==> config.mk <==
export PLATFORM = sky130hd
export DESIGN_NAME = wash_cycle_ctrl
export DESIGN_NICKNAME = d
export VERILOG_FILES = /design/src/rtl/wash_pkg.sv /design/src/rtl/wash_phase_timer.sv /design/src/rtl/wash_cycle_ctrl.sv
export SDC_FILE = /design/constraint.sdc
export NUM_CORES = 1
export LEC_CHECK = 0
export ABC_CLOCK_PERIOD_IN_PS = 8800
export CORE_MARGIN = 5
export CORE_UTILIZATION = 29
export DETAILED_ROUTE_END_ITERATION = 16
export PLACE_DENSITY_LB_ADDON = 0.3
export SYNTH_ARGS = -nofsm -noshare
export SYNTH_HDL_FRONTEND = slang
export SYNTH_SLANG_ARGS = --single-unit
export TNS_END_PERCENT = 100
==> constraint.sdc <==
create_clock -name clk -period 8.8 [get_ports clk]
set_clock_uncertainty 0.15 [all_clocks]
set_input_delay 2.2 -clock clk [delete_from_list [all_inputs] [get_ports clk]]
set_output_delay 2.2 -clock clk [all_outputs]
set_load 0.02 [all_outputs]
==> src/rtl/wash_pkg.sv <==
// Shared phase codes and helpers for the wash sequencer and the LCD status stage.
package wash_pkg;

  localparam int unsigned ST_W = 3;

  localparam logic [ST_W-1:0] ST_IDLE = 3'd0;
  localparam logic [ST_W-1:0] ST_WASH = 3'd1;
  localparam logic [ST_W-1:0] ST_SPIN = 3'd2;
  localparam logic [ST_W-1:0] ST_DRY  = 3'd3;
  localparam logic [ST_W-1:0] ST_DONE = 3'd4;

  typedef enum logic [ST_W-1:0] {
    S_IDLE = ST_IDLE,
    S_WASH = ST_WASH,
    S_SPIN = ST_SPIN,
    S_DRY  = ST_DRY,
    S_DONE = ST_DONE
  } phase_e;

  function automatic int unsigned max3(input int unsigned a, input int unsigned b,
                                       input int unsigned c);
    int unsigned m;
    m = (a > b) ? a : b;
    return (m > c) ? m : c;
  endfunction

endpackage

==> src/rtl/wash_phase_timer.sv <==
// Per-phase cycle timer: clear on state entry, count when enabled, flag the last cycle.
module wash_phase_timer #(
  parameter int unsigned TW = 8
) (
  input  logic          clk,
  input  logic          reset,
  input  logic          clear,
  input  logic          enable,
  input  logic [TW-1:0] limit,
  output logic [TW-1:0] count,
  output logic          expired_c
);

  // Terminal count is limit-1 so a phase spans exactly 'limit' active cycles.
  assign expired_c = (count == (limit - TW'(1)));

  always_ff @(posedge clk or posedge reset) begin
    if (reset) begin
      count <= '0;
    end else if (clear) begin
      count <= '0;
    end else if (enable) begin
      count <= count + TW'(1);
    end
  end

endmodule

==> src/rtl/wash_cycle_ctrl.sv <==
// Washing-machine sequencer IDLE->WASH->SPIN->DRY->DONE with per-phase timers.
// Optional WASH_PAUSE_EN adds a pause input that freezes the running phase.
module wash_cycle_ctrl
  import wash_pkg::*;
#(
  parameter int unsigned WASH_CYCLES = 50_000_000,
  parameter int unsigned SPIN_CYCLES = 30_000_000,
  parameter int unsigned DRY_CYCLES  = 40_000_000
) (
  input  logic            clk,
  input  logic            reset,
  input  logic            power,
  input  logic            water_full,
  input  logic            detergent_full,
`ifdef WASH_PAUSE_EN
  input  logic            pause,
`endif
  output logic [ST_W-1:0] state,
  output logic            wash_ongoing,
  output logic            spin_ongoing,
  output logic            dry_ongoing,
  output logic            finished,
  output logic            state_chg
);

  localparam int unsigned TW = $clog2(max3(WASH_CYCLES, SPIN_CYCLES, DRY_CYCLES) + 1);

  phase_e        phase;
  phase_e        phase_nxt;
  logic [TW-1:0] limit;
  logic [TW-1:0] timer;
  logic          run;
  logic          tc;
  logic          clear;
  logic          hold;

`ifdef WASH_PAUSE_EN
  assign hold = pause;
`else
  assign hold = 1'b0;
`endif

  // Next-state function; abort on power loss outranks a terminal count.
  function automatic phase_e next_phase(input phase_e cur, input logic pwr,
                                        input logic start, input logic step_done);
    next_phase = cur;
    case (cur)
      S_IDLE:  if (pwr && start) next_phase = S_WASH;
      S_WASH:  if (!pwr) next_phase = S_IDLE; else if (step_done) next_phase = S_SPIN;
      S_SPIN:  if (!pwr) next_phase = S_IDLE; else if (step_done) next_phase = S_DRY;
      S_DRY:   if (!pwr) next_phase = S_IDLE; else if (step_done) next_phase = S_DONE;
      S_DONE:  if (!pwr) next_phase = S_IDLE;
      default: next_phase = S_IDLE;
    endcase
  endfunction

  always_comb begin
    limit = '0;
    run   = 1'b0;
    case (phase)
      S_WASH: begin
        limit = TW'(WASH_CYCLES);
        run   = water_full & ~hold;
      end
      S_SPIN: begin
        limit = TW'(SPIN_CYCLES);
        run   = ~hold;
      end
      S_DRY: begin
        limit = TW'(DRY_CYCLES);
        run   = ~hold;
      end
      default: ;
    endcase
    phase_nxt = next_phase(phase, power, water_full & detergent_full, run & tc);
    clear     = (phase_nxt != phase);
  end

  wash_phase_timer #(.TW(TW)) u_timer (
    .clk       (clk),
    .reset     (reset),
    .clear     (clear),
    .enable    (run),
    .limit     (limit),
    .count     (timer),
    .expired_c (tc)
  );

  // Flags come from the same next-state value as the state register, so they never disagree.
  always_ff @(posedge clk or posedge reset) begin
    if (reset) begin
      phase        <= S_IDLE;
      state_chg    <= 1'b0;
      wash_ongoing <= 1'b0;
      spin_ongoing <= 1'b0;
      dry_ongoing  <= 1'b0;
      finished     <= 1'b0;
    end else begin
      phase        <= phase_nxt;
      state_chg    <= (phase_nxt != phase);
      wash_ongoing <= (phase_nxt == S_WASH);
      spin_ongoing <= (phase_nxt == S_SPIN);
      dry_ongoing  <= (phase_nxt == S_DRY);
      finished     <= (phase_nxt == S_DONE);
    end
  end

  assign state = phase;

endmodule

==> summary.md <==
The flow ran to the end, and the final reports show no timing, DRC or antenna violations. Library cell occupying the most area in the post-synthesis netlist: dfrtp_1. STA classifies the critical path endpoint as a register.

From left edge to right edge, the die measures 92.6 um. For this design the top-level I/O count stands at 13. The number of placed instances, taps included is 302, and the final-report hold violation count is 0. The logs give 0.965 nW for the leakage dissipation and 0 for the number of antenna violations at the first check in global routing. The fraction of layout cells with a size suffix above 1 is 7.83%, and the ratio of routed vias to standard cells is 5.01. After synthesis, the largest area contributor takes up 43.0% of total cell area. Power density of the placed cells: 156 nW/um^2. The critical path in this run is classified as input port to register.

Worst path setup slack after routing: 4.23 ns. The run gives 236 as the post-layout net count. After filler insertion, the fill cell instance count of the layout stands at 682. The core outline area was 6720 um^2.

After synthesis the netlist holds a flip-flop and latch count of 34. The first global-routing pass estimated 7.19 mm of wire. The most used flip-flop cell after synthesis is dfrtp_1.

Row generation in the floorplan step produced 30 rows. Of all flip-flops after synthesis, the portion carrying an async set or reset was 100%. The die span in y was 92.6 um; the via count of the first global-routing pass was 1,515. The count of final max-slew check failures is 0, and the worst-skew pair later-pin latency is 0.29 ns. The proportion of synthesized chip area in sequential cells was 43.0%.

The number of synthesis warnings was 0; the wire length per cell was 13.5 um. From synthesis to final layout, the design area changed by 13.4%. At the worst endpoint, the arrival time is 4.55 ns. Derived from the worst setup path, the maximum achievable clock frequency is 0.219 GHz. The logs give 35 for the pin count of the biggest net entering global routing and 0 for the number of hold buffers added after CTS.

Setup violations remaining at the end of the flow were counted as 0. The count of non-filler cells in the finished layout is 310. The number of gates resized after CTS was 0. Once detailed placement completed, the half-perimeter wirelength came to 2.96 mm.

The final critical path time including I/O delays and setup was 4.57 ns; the antenna cell count was 0. Global routing finished with a remaining overflow of 0. At the end of the flow the core is filled with cells to 33.4%.

The first detailed-routing pass ran for 4 iterations. After detailed routing, the number of remaining DRC violations is 0. The netlist uses 45 different library cells. The relative max-transition margin is 52.7%. The required time at the endpoint of the critical path came out at 8.79 ns. The run gives 0.0000517 V as the maximum VDD drop. The maximum fanout along the worst path is 27. Averaged over all synthesized cells, the footprint is 9.07 um^2. TritonCTS built the clock tree. For the total die area, the log shows 8570 um^2. The combined global-route utilization of all metal layers was 10.6%; the routed wire length was 4.20 mm. Power comes to 0.349 mW. For the worst slack after detailed placement, the log shows 3.86 ns. The number of nets in the synthesized netlist is 225. In this run the clock root is driven by a clkbuf_8. The maximum number of buffers from clock root to sink is 2. The transition time at the pin with the least slew margin works out to 0.704 ns. The cell area that synthesis handed to floorplanning was 1980 um^2.

After routing, the total negative slack on setup checks comes to 0 ns. The share of the clock period used by the worst path is 51.9%. Ranked by total cell area, the synthesized netlist is headed by dfrtp_1 43%, nor2_1 7.8%, xor2_1 7.1%. Across the run, the number of max-cap violations was 0. Initial core utilization: 29.4%.

The path class of the lowest-slack min-delay path is register to register. The count of nets left with antenna violations once routing finished came out at 0. Setup repair after global routing left no endpoint under its margin. Summing over every cut layer, the via total after detailed routing is 1,554.

The number of violations reported at the end of detailed-routing iteration 0 came out at 63. The critical path launch point type was an input port. CTS built an H-tree with a depth of 2.

The tree built by TritonCTS fans out to 34 sinks. The routability congestion estimate from global placement was 0.764; the number of flops mapped to enable cells by yosys was 0. Clock-pin slew was measured on the worst setup and hold paths at 0.07 ns.

By instance count, the leading cell after synthesis is nor2_1. The placed instances occupy a cell area of 2150 um^2. For the final standard cell area without fillers, the log shows 2240 um^2. The tools report the post-CTS setup-driven buffer insertion count as 0. Ranked by instance count, the synthesized netlist is headed by 41 x nor2_1, 34 x dfrtp_1, 18 x nand2_1, 16 x xor2_1, 11 x nand3_1.

The tools report the TritonCTS buffer count as 5. Final worst hold slack: 0.399 ns. The count of port buffers added during placement was 12; the number of standard cells after synthesis was 218.
## path summary, 6_finish.rpt
kind	cells past startpoint	slack (ns)	start	end
min	2	0.40	u_timer.count[6]$_DFFE_PP0P_	u_timer.count[6]$_DFFE_PP0P_
max	7	4.23	water_full	u_timer.count[17]$_DFFE_PP0P_
max reg2reg	9	5.43	state[0]$_DFF_PP0_	wash_ongoing$_DFF_PP0_
min reg2reg	2	0.40	u_timer.count[6]$_DFFE_PP0P_	u_timer.count[6]$_DFFE_PP0P_
max in group asynchronous	3	6.02	reset	u_timer.count[18]$_DFFE_PP0P_
min in group asynchronous	3	2.16	reset	u_timer.count[12]$_DFFE_PP0P_
## cell families (layout without fill, tap and decap cells)
kind of cell	Yosys count	in the layout	synth area share [%]
and+or+nand+nor	109	109	27.3
xor gates and xnor gates	26	26	11.5
adders and majority gates	2	2	1.27
DFF	34	34	43.0
buffers and inverters	13	25	3.48
muxes	8	8	4.11
AOI/OAI and AO/OA	26	26	9.30
## state kept, by name, summed over array words and instances (netlist names)
| register | count |
|---|---|
| wash_ongoing | 1 |
| dry_ongoing | 1 |
| u_timer.count | 26 |
| finished | 1 |
| state_chg | 1 |
| state | 3 |
| spin_ongoing | 1 |
## final cells by class
type | count | area [um^2] | share of cell area (%)
clock buffer | 7 | 86.3 | 3.85
timing repair buffer | 13 | 128 | 5.69
multi-input combinational | 171 | 1060 | 47.2
clock inverter | 1 | 5.00 | 0.223
sequential | 34 | 851 | 37.9
tap | 80 | 100 | 4.46
inverter | 4 | 15.0 | 0.670
## cell usage in the layout, fill, tap and decap left out, drive strengths merged, types with 5 or more instances in the layout
master         count
xor2              16
and3               9
nand4              6
nor2              41
a21oi              5
xnor2             10
nand2             18
mux2i              7
o21ai              9
clkbuf             7
clkdlybuf4s50     12
dfrtp             34
nand3             11
nor3               6
## routing by layer
metal | wire length (um) | track usage [%]
met3 | 149 | 2.84
met4 | 56 | 4.58
met5 | 0 | 0
met1 | 2030 | 13.9
met2 | 1960 | 16.2
## worst max-delay path: stages
cell             delay [ns]
clkdlybuf4s50_1        0.47
a21oi_1                0.11
nor3_2                 0.45
nand2_1                0.13
or4_4                  0.47
o21ai_4                0.59
nor2_1                 0.13
## power breakdown
part           internal [mW]  total (mW)  switching [mW]
sequential             0.163       0.172         0.00892
combinational         0.0233      0.0558          0.0324
clock                 0.0631       0.121          0.0576
Power figures use the tool's default switching activity.
